==> src/rtl/lfsr_rand_server.sv <==
// lfsr_rand_server: seeds, warms up and watches a free-running 26-bit LFSR, and shares its words
// between two clients through a round-robin grant.
module lfsr_rand_server #(
    parameter logic [1:26] DEFAULT_SEED = 26'h0000001,
    parameter int          WARMUP       = 8
) (
    input  logic        clk,
    input  logic        rst,
    input  logic        seed_req,
    input  logic [1:26] seed_val,
    input  logic [1:0]  req,
    output logic [1:0]  gnt,
    output logic [25:0] rdata,
    output logic        ready,
    output logic [7:0]  zero_cnt,
    output logic        lfsr_rst_n,
    output logic        lfsr_load,
    output logic [1:26] lfsr_din,
    input  logic [1:26] lfsr_q
);
    typedef enum logic [1:0] {LOAD, WARM, RUN} state_t;
    localparam logic [7:0] LAST = 8'(WARMUP - 1);
    state_t      state, state_nx;
    logic [7:0]  cnt, cnt_nx, zero_cnt_nx;
    logic [1:26] pend, pend_nx, din_nx;
    logic [1:0]  gnt_nx;
    logic [25:0] rdata_nx;
    logic        prio, prio_nx, ready_nx, load_nx, zero, serve, pick;
    assign lfsr_rst_n = ~rst;
    always_comb begin
        // while the strobe is visible the LFSR still holds its pre-load value
        zero        = state != LOAD && !lfsr_load && lfsr_q == '0;
        serve       = state == RUN && !zero && !seed_req && req != 2'b00;
        pick        = (req == 2'b11) ? prio : req[1];
        state_nx    = state;
        cnt_nx      = cnt + 8'd1;
        pend_nx     = pend;
        prio_nx     = serve ? ~pick : prio;
        gnt_nx      = serve ? (pick ? 2'b10 : 2'b01) : 2'b00;
        rdata_nx    = serve ? lfsr_q : rdata;
        ready_nx    = state == RUN && !zero && !seed_req;
        zero_cnt_nx = zero_cnt + 8'(zero && zero_cnt != 8'hff);
        load_nx     = state == LOAD;
        din_nx      = (state == LOAD) ? pend : '0;
        case (state)
            LOAD: begin
                state_nx = WARM;
                cnt_nx   = '0;
            end
            WARM:    state_nx = (cnt == LAST) ? RUN : WARM;
            default: state_nx = state;
        endcase
        if (zero) begin
            pend_nx  = DEFAULT_SEED;
            state_nx = LOAD;
        end
        if (seed_req) begin
            pend_nx  = (seed_val == '0) ? DEFAULT_SEED : seed_val;
            state_nx = LOAD;
        end
    end
    always_ff @(posedge clk) begin
        if (rst) begin
            state     <= LOAD;
            cnt       <= '0;
            pend      <= DEFAULT_SEED;
            prio      <= 1'b0;
            gnt       <= '0;
            rdata     <= '0;
            ready     <= 1'b0;
            zero_cnt  <= '0;
            lfsr_load <= 1'b0;
            lfsr_din  <= '0;
        end else begin
            state     <= state_nx;
            cnt       <= cnt_nx;
            pend      <= pend_nx;
            prio      <= prio_nx;
            gnt       <= gnt_nx;
            rdata     <= rdata_nx;
            ready     <= ready_nx;
            zero_cnt  <= zero_cnt_nx;
            lfsr_load <= load_nx;
            lfsr_din  <= din_nx;
        end
    end
endmodule

==> config.mk <==
export PLATFORM = sky130hd
export DESIGN_NAME = lfsr_rand_server
export DESIGN_NICKNAME = d
export VERILOG_FILES = /design/src/rtl/lfsr_rand_server.sv
export SDC_FILE = /design/constraint.sdc
export NUM_CORES = 1
export LEC_CHECK = 0
export CAP_MARGIN = 20
export CORE_ASPECT_RATIO = 0.75
export CORE_MARGIN = 3
export CORE_UTILIZATION = 40
export DETAILED_ROUTE_END_ITERATION = 7
export PLACE_DENSITY = 0.77
export SYNTH_ARGS = -nofsm -noshare
export SYNTH_HDL_FRONTEND = slang
export SYNTH_SLANG_ARGS = --single-unit
export TNS_END_PERCENT = 100
==> constraint.sdc <==
create_clock -name clk -period 1.9 [get_ports clk]
set_clock_uncertainty 0.1 [all_clocks]
set_input_delay 0.285 -clock clk [delete_from_list [all_inputs] [get_ports clk]]
set_output_delay 0.285 -clock clk [all_outputs]
set_load 0.01 [all_outputs]
=== Yosys cells after proc, flatten, opt, wreduce, memory -nomap -nowiden ===
Index checks and enable logic that the tools add are counted.

* Flip-flop bits (word level): 101
* Word-level logic and storage cells: 48
* Bits of input ports: 57

* Bitwise logic cells: 4
* Reduce and logical (&&, ||, !) cells: 20
* Add/sub/neg operators: 2
* Equality and inequality tests: 5
* Muxes and demuxes: 7

{| class="wikitable"
|+ Operators by type and width
! cell !! count
|-
| $mux 26 || 3
|-
| $logic_not 26->1 || 2
|-
| $add 8x1->8 || 1
|-
| $add 8x1->8 const B || 1
|-
| $eq 8x3->1 const B || 1
|-
| $ne 8x8->1 const B || 1
|-
| $reduce_bool 2->1 || 4
|-
| $logic_and 1x1->1 || 6
|-
| $reduce_or 2->1 || 3
|-
| $eq 2x2->1 const B || 2
|-
| $mux 2 || 2
|-
| $not 1->1 || 4
|-
| $pmux 2 s2 || 1
|-
| $logic_not 1->1 || 3
|-
| $reduce_or 3->1 || 1
|-
| $eq 2x1->1 const B || 1
|-
| $logic_not 2->1 || 1
|-
| $mux 1 || 1
|}

=== Logic depth before layout (Yosys ltp) ===
Gate-level depths: netlist of the first run.

* Word-level depth: 9
* Mapped depth: 9

=== Worst setup path before layout of the first run ===
Ideal clock, no wire load.

* Kind: input to register
* Start point: input lfsr_q[8] (netlist bit)
* End point: register zero_cnt[6]
* Arrival time: 1.877 ns
* Stages: 8
* Setup slack: -0.147 ns
* Library setup time: 0.071 ns
* Required time: 1.729 ns
* Buffers on the path: 0
* Path through: nor4_1 -> and4_1 -> nand2_1 -> a31oi_1 -> ha_1 -> nand4_1 -> or3_1 -> a21oi_1

* Word-level cells in the longest chain between the ends: 4

{| class="wikitable"
|+ RTL lines
! element !! line !! RTL
|-
| from (decl) || 19 || <nowiki>input logic [1:26] lfsr_q</nowiki>
|-
| $logic_not 26->1 || 32 || <nowiki>zero = state != LOAD && !lfsr_load && lfsr_q == '0;</nowiki>
|-
| $logic_and 1x1->1 || 32 ||
|-
| $logic_and 1x1->1 || 42 || <nowiki>zero_cnt_nx = zero_cnt + 8'(zero && zero_cnt != 8'hff);</nowiki>
|-
| $add 8x1->8 || 42 ||
|-
| to (signal assigned) || 82 || <nowiki>zero_cnt <= zero_cnt_nx;</nowiki>
|-
| to (decl) || 15 || <nowiki>output logic [7:0] zero_cnt,</nowiki>
|}

Every way passes these cells.
A chain may end at the register's enable or synchronous reset.

=== Final worst setup path of the first run ===
* Start point: input lfsr_q[19] (netlist bit)
* End point: register zero_cnt[7]

The elaborated chain is that of the path after synthesis.

==> metrics.md, run 1 <==
| Metric | Value |
|---|---|
| Mapped Area | `3580 um2` |
| CTS tree | `built` |
| Top FF cell, synth | `dfxtp_1` |
| Setup TNS | `-0.946 ns` |
| Final Instance Area | `5640 um2` |
| Pint | `3.47 mW` |
| Syn_area_per_cell | `10.4 um2` |
| CP Launch Type | `input pin` |
| Sequential area share after synthesis | `56.5%` |
| GPL Wtd Cong | `0.789` |
| RSZ-0062 raised after global routing | `true` |
| GRT Residual Overflow | `0` |
| Largest net degree at the start of global routing | `56` |
| Initial Util | `41.8%` |
| Worst Hold Class | `in2reg` |
| Measured slew at the worst slew-check pin | `0.513 ns` |
| #FFs+latches synth | `101` |
| Placed cells | `595` |
| Sw frac | `22.4%` |
| First-pass GRT wire length | `14200 um` |
| Leak | `2.19 nW` |
| Synthesized Nets | `404` |
| Share of cells above drive strength 1 | `16.3%` |
| Status | `complete, but fails checks` |
| DRC viols | `0` |
| Via count | `3002` |
| Failing checks | `negative setup slack` |
| Final hold viol count | `0` |
| ANT nets after route | `0` |
| Final std cells w/o fill | `616` |
| Fillers | `680` |
| Slew headroom | `65.8%` |
| Initial antenna violation count | `0` |
| Final max-slew violation count | `0` |
| Sequential share of power | `49.0%` |
| FF-to-FF setup slack | `-0.11 ns` |
| Final min period | `2.02 ns` |
| Achievable Freq | `0.495 GHz` |
| Total clock sinks | `101` |
| Vias per std cell | `4.87` |
| CP max stage cell | `or3_1` |
| Skew-Pair Late Insertion Delay | `0.34 ns` |
| Peak supply drop | `0.445 mV` |
| Synth Instances | `344` |
| Worst-path clk slew | `0.07 ns` |
| Psw | `1.00 mW` |
| Initial DRC count | `163` |
| Worst EP required | `2.07 ns` |
| Critical path's largest stage delay | `0.36 ns` |
| GRT Overall Usage | `17.5%` |
| Max Cap Violations | `0` |
| Worst Setup End Kind | `register` |
| Final worst slack | `-0.118 ns` |
| CP top delay family | `simple AND/OR/NAND/NOR gates` |
| Ant. Diodes | `0` |
| Critical Path Stages | `9` |
| Cell area power density | `794 nW/um2` |
| IO Port Bufs | `121` |
| Final setup fails | `24` |
| H-tree Lvls | `3` |
| Final period util | `106%` |
| Vias in the first global route | `2987` |
| Root Buffer | `clkbuf_16` |
| Comb power frac | `8.4%` |
| Buf/Inv on CP | `1` |
| Die W | `115 um` |
| Chip Height | `87.9 um` |
| Clock network fraction of total power | `42.6%` |
| Worst Path Max Fanout | `3` |
| CP Cell Sequence | `dlygate4sd2_1 > nor4_2 > and4_4 > nand2_4 > a31oi_4 > ha_2 > nand4_1 > or3_1 > a21oi_2` |
| Routed wire length per instance | `14.6 um` |
| Clock buffer depth | `2` |
| Area growth, synth to finish | `57.6%` |
| Hpwl dp | `6470 um` |
| R2R cell count | `8` |
| Drt pass-1 iters | `4` |
| Die Area | `10100 um2` |
| I/O pin count | `122` |
| Hold Path Cell Cnt | `3` |
| TritonCTS Buffers | `9` |
| Unique cell type count in the Yosys netlist | `36` |
| Placed Instance Area | `5170 um2` |
| Core Footprint | `8560 um2` |
| Synthesis Warnings | `0` |
| Crit path arrival time | `2.19 ns` |
| Fraction of registers with async set/reset | `0%` |
| # nets final | `563` |
| Routed wire length | `9020 um` |
| Crit Path Category | `in2reg` |
| Cell Rows | `29` |
| Post-synth EDFFs | `0` |
| Hold bufs inserted after CTS | `0` |
| Utilization after layout | `65.8%` |
flip-flops by register name, indices dropped and copies added (netlist names):
| register | cells |
|---|---|
| prio | 1 |
| cnt | 8 |
| lfsr_din | 26 |
| pend | 26 |
| zero_cnt | 8 |
| gnt | 2 |
| lfsr_load | 1 |
| ready | 1 |
| rdata | 26 |
| state | 2 |
path summary, 6_finish.rpt:
check                           startpoint           to
worst max-delay path            lfsr_q[19]  zero_cnt[7]
worst min-delay path             lfsr_q[7]    rdata[19]
worst max register to register   lfsr_load  zero_cnt[7]
worst min register to register      cnt[0]       cnt[0]
worst register-to-register path, delay by kind of cell (launching register included):
family / cells / cell delay (ns)
simple gates: 5 / 0.99
compound gates: 2 / 0.31
fa+ha+maj: 1 / 0.21
flops: 1 / 0.35
kinds of logic (layout without fill, tap and decap cells):
family | Yosys count | after routing | share of synthesized area (%)
flops | 101 | 101 | 56.5
simple gates | 146 | 146 | 20.2
xor+xnor | 11 | 11 | 2.69
buf+inv | 21 | 185 | 3.43
fa+ha+maj | 3 | 3 | 1.05
mux | 26 | 26 | 7.27
compound gates | 36 | 36 | 8.85
power by group through the flow:
stage / sequential (mW) / combinational [mW] / clock [mW]
after floorplan: 2.25 / 0.107 / 0
after global placement: 2.24 / 0.375 / 0
after detailed placement: 2.24 / 0.382 / 0
after CTS: 2.19 / 0.372 / 1.94
after global routing: 2.20 / 0.406 / 2.04
final: 2.19 / 0.375 / 1.91
synth_stat cells (2+ instances only):
master	instances	area share (%)
a21oi_1	2	0.28
xnor2_1	4	0.98
or3_1	2	0.35
buf_12	2	1.1
o21ai_0	2	0.28
a22o_1	25	6.1
buf_2	3	0.42
dfxtp_1	101	57
nand4_1	3	0.52
nor2_1	18	1.9
xor2_1	7	1.7
nor3_1	2	0.28
and3_1	4	0.70
and2_1	26	4.5
nand3_1	8	1.1
nand2_1	60	6.3
clkbuf_1	11	1.2
nor4_1	13	2.3
nor2b_1	3	0.52
ha_1	3	1.0
nor3b_1	2	0.42
inv_1	4	0.42
mux2i_1	26	7.3
layout make-up:
cell class	count	area [um2]	share of cell area [%]
Sequential cell	101	2020	35.9
Timing Repair Buffer	165	1600	28.3
Multi-Input combinational cell	222	1550	27.5
Clock buffer	10	239	4.24
Tap cell	108	135	2.40
Clock inverter	6	77.6	1.38
Inverter	4	15.0	0.266
stage by stage:
step / power, mW / hold slack (ns) / worst slack, ns
after detailed placement: 2.62 / 0.342 / -0.919
after global placement: 2.62 / 0.323 / -0.701
final: 4.47 / 0.211 / -0.118
after global routing: 4.64 / 0.210 / -0.188
after CTS: 4.51 / 0.242 / -0.132
after floorplan: 2.35 / 0.310 / -0.134
layout by cell type, fill, tap and decap left out, drive strengths merged, types with 3 or more instances in the layout:
| master | synthesis | final |
|---|---|---|
| nand2 | 60 | 60 |
| and3 | 4 | 4 |
| a22o | 25 | 25 |
| mux2i | 26 | 26 |
| and2 | 26 | 26 |
| dlygate4sd2 | 0 | 18 |
| nand4 | 3 | 3 |
| inv | 4 | 7 |
| xnor2 | 4 | 4 |
| clkdlybuf4s50 | 0 | 96 |
| ha | 3 | 3 |
| xor2 | 7 | 7 |
| nand3 | 8 | 8 |
| buf | 6 | 44 |
| nor4 | 13 | 13 |
| clkdlybuf4s15 | 0 | 7 |
| dfxtp | 101 | 101 |
| clkbuf | 11 | 10 |
| nor2 | 18 | 18 |
| nor2b | 3 | 3 |
per-layer routing:
metal	vias to the layer above	GRT usage [%]	wire length [um]
met5	-	0	0
met4	0	3.84	66
met3	5	6.22	596
met2	74	28.8	4070
met1	1423	22.4	4280
li1	1500	-	-
repair_timing:
item                       CTS  global route
resized for setup           46            22
pin swaps                   13            10
setup buffers                0             3
gates cloned                 0             2
setup endpoints to repair   65            40
Note: power is estimated with default switching activity, not from simulation.
==> run 2, diff against run 1 <==
- CAP_MARGIN: 20 -> 30
==> results of run 2 <==
No change in the layout: final DEF, timing and power equal those of run 1.
==> run 3, diff against run 2 <==
- CTS_BUF_LIST: not set -> sky130_fd_sc_hd__clkbuf_4 sky130_fd_sc_hd__clkbuf_8
==> metrics.md, run 3 (synthesis results as in run 1) <==
| Metric | Value |
|---|---|
| Hold Path Cell Cnt | `3` |
| Most frequent cells in the layout | `99 x dfxtp_1, 98 x clkdlybuf4s50_1, 59 x nand2_1` |
| First-pass GRT wire length | `14200 um` |
| Storage cell area | `2020 um2` |
| Routed wire length | `9110 um` |
| R2R cell count | `8` |
| GRT Overall Usage | `17.7%` |
| H-tree Lvls | `3` |
| Leak | `2.16 nW` |
| Initial DRC count | `110` |
| Chip Height | `87.9 um` |
| Start of the worst register-to-register path | `lfsr_load` |
| Drt pass-1 iters | `4` |
| Status | `complete, but fails checks` |
| Hpwl dp | `6470 um` |
| Die W | `115 um` |
| Worst EP required | `2.10 ns` |
| Failing checks | `negative setup slack` |
| Skew-Pair Late Insertion Delay | `0.36 ns` |
| Total clock sinks | `101` |
| Max Cap Violations | `0` |
| Crit Path Category | `in2reg` |
| Core Footprint | `8560 um2` |
| DRC viols | `0` |
| Die Area | `10100 um2` |
| CTS tree | `built` |
| Worst Setup End Kind | `register` |
| Final Instance Area | `5540 um2` |
| Fillers | `694` |
| Initial antenna violation count | `0` |
| Final setup fails | `19` |
| Clock buffer depth | `2` |
| Peak supply drop | `0.366 mV` |
| Pwr Total | `4.01 mW` |
| Worst Path Max Fanout | `3` |
| Final worst slack | `-0.107 ns` |
| Via count | `3025` |
| ANT nets after route | `0` |
| Vias in the first global route | `2950` |
| Final max-slew violation count | `0` |
| Final min period | `2.01 ns` |
| Cell Rows | `29` |
| Hold bufs inserted after CTS | `0` |
| Multi-input logic area | `1550 um2` |
| Crit path arrival time | `2.20 ns` |
| Final hold viol count | `0` |
| Cell area power density | `723 nW/um2` |
| GRT Residual Overflow | `0` |
| Root Buffer | `clkbuf_8` |
| IO Port Bufs | `121` |
| Worst Hold Class | `in2reg` |
| Worst-path clk slew | `0.10 ns` |
| Largest net degree at the start of global routing | `56` |
| Sink of the worst hold path | `rdata[22]` |
| Area growth, synth to finish | `54.8%` |
| Ant. Diodes | `0` |
| # nets final | `564` |
| CP Launch Type | `input pin` |
| Achievable Freq | `0.498 GHz` |
| Vias per std cell | `4.90` |
| TritonCTS Buffers | `9` |
| HP Start | `lfsr_q[4]` |
| Initial Util | `41.8%` |
| Measured slew at the worst slew-check pin | `0.522 ns` |
| GPL Wtd Cong | `0.789` |
| FF-to-FF End | `zero_cnt[7]` |
| Biggest regs | `lfsr_din: 26 flops, pend: 26 flops, rdata: 26 flops` |
| FF-to-FF setup slack | `-0.07 ns` |
| Slew headroom | `65.2%` |
| Hold slack | `0.128 ns` |
| I/O pin count | `122` |
| Most common cell after layout, fill and taps aside | `dfxtp_1` |
| Placed Instance Area | `5170 um2` |
| Routed wire length per instance | `14.8 um` |
| Final period util | `106%` |
| RSZ-0062 raised after global routing | `true` |
| Share of cells above drive strength 1 | `16.3%` |
==> run 3: changes by cell type in the layout (fill, tap and decap cells not counted), moves of 2 or more <==
cell,delta
clkdlybuf4s50_1,+2
clkbuf_8,+9
clkbuf_16,-9
dlygate4sd2_1,+4
clkdlybuf4s15_1,-7
==> run 3: how the worst max path moves through the flow <==
stage                from          end  slack (ns)  depth (start not counted)
5_1_grt         lfsr_load  zero_cnt[6]       -0.18                          8
4_1_cts         lfsr_load  zero_cnt[7]       -0.14                          8
3_5_place_dp   lfsr_q[17]  zero_cnt[7]       -0.92                          9
6_report       lfsr_q[14]  zero_cnt[7]       -0.11                          9
2_1_floorplan   lfsr_q[8]  zero_cnt[6]       -0.13                          8
3_3_place_gp   lfsr_q[17]  zero_cnt[6]       -0.70                          9
==> run 3: what timing repair did <==
item / 4_1_cts / 5_1_grt
pin swaps: 12 / 3
setup buffers: 0 / 4
cloned: 0 / 2
resized for setup: 39 / 19
setup endpoints to repair: 60 / 33
==> run 3: cell type report <==
class                           count  share of cell area (%)
Sequential cell                   101                    36.5
Timing Repair Buffer              166                    29.0
Multi-Input combinational cell    222                    27.9
Clock buffer                       10                    2.48
Tap cell                          108                    2.44
Clock inverter                      6                    1.40
Inverter                            4                   0.271
==> run 3: critical path: stages <==
cell	delay, ns
dlygate4sd2_1	0.27
nor4_4	0.31
and4_4	0.29
nand2_4	0.07
a31oi_4	0.16
ha_2	0.20
nand4_1	0.13
or3_1	0.35
a21oi_2	0.13
==> run 3: report_power, final <==
part	switching, mW	internal, mW
sequential	0.0232	2.17
clock	0.767	0.671
combinational	0.155	0.221
total	0.945	3.06
==> run 3: per-stage QoR <==
| stage | std cells | setup WS, ns | util [%] | TNS, ns |
|---|---|---|---|---|
| final | 617 | -0.107 | 64.7 | -0.629 |
| after global routing | 617 | -0.180 | 64.7 | -2.32 |
| after CTS | 611 | -0.142 | 63.5 | -0.244 |
| after detailed placement | 595 | -0.919 | 60.4 | -30.76 |
| after global placement | 595 | -0.701 | 60.4 | -24.50 |
| after floorplan | 344 | -0.134 | - | -0.268 |
==> run 3: metal layers <==
layer  vias up  part of all wire (%)  routed length, um  track usage [%]
met2        81                    46               4220             29.3
met1      1436                    46               4220             22.0
met3         8                   6.4                586             6.22
li1       1500                     -                  -                -
met5         -                     0                  0                0
met4         0                  0.92                 84             4.80
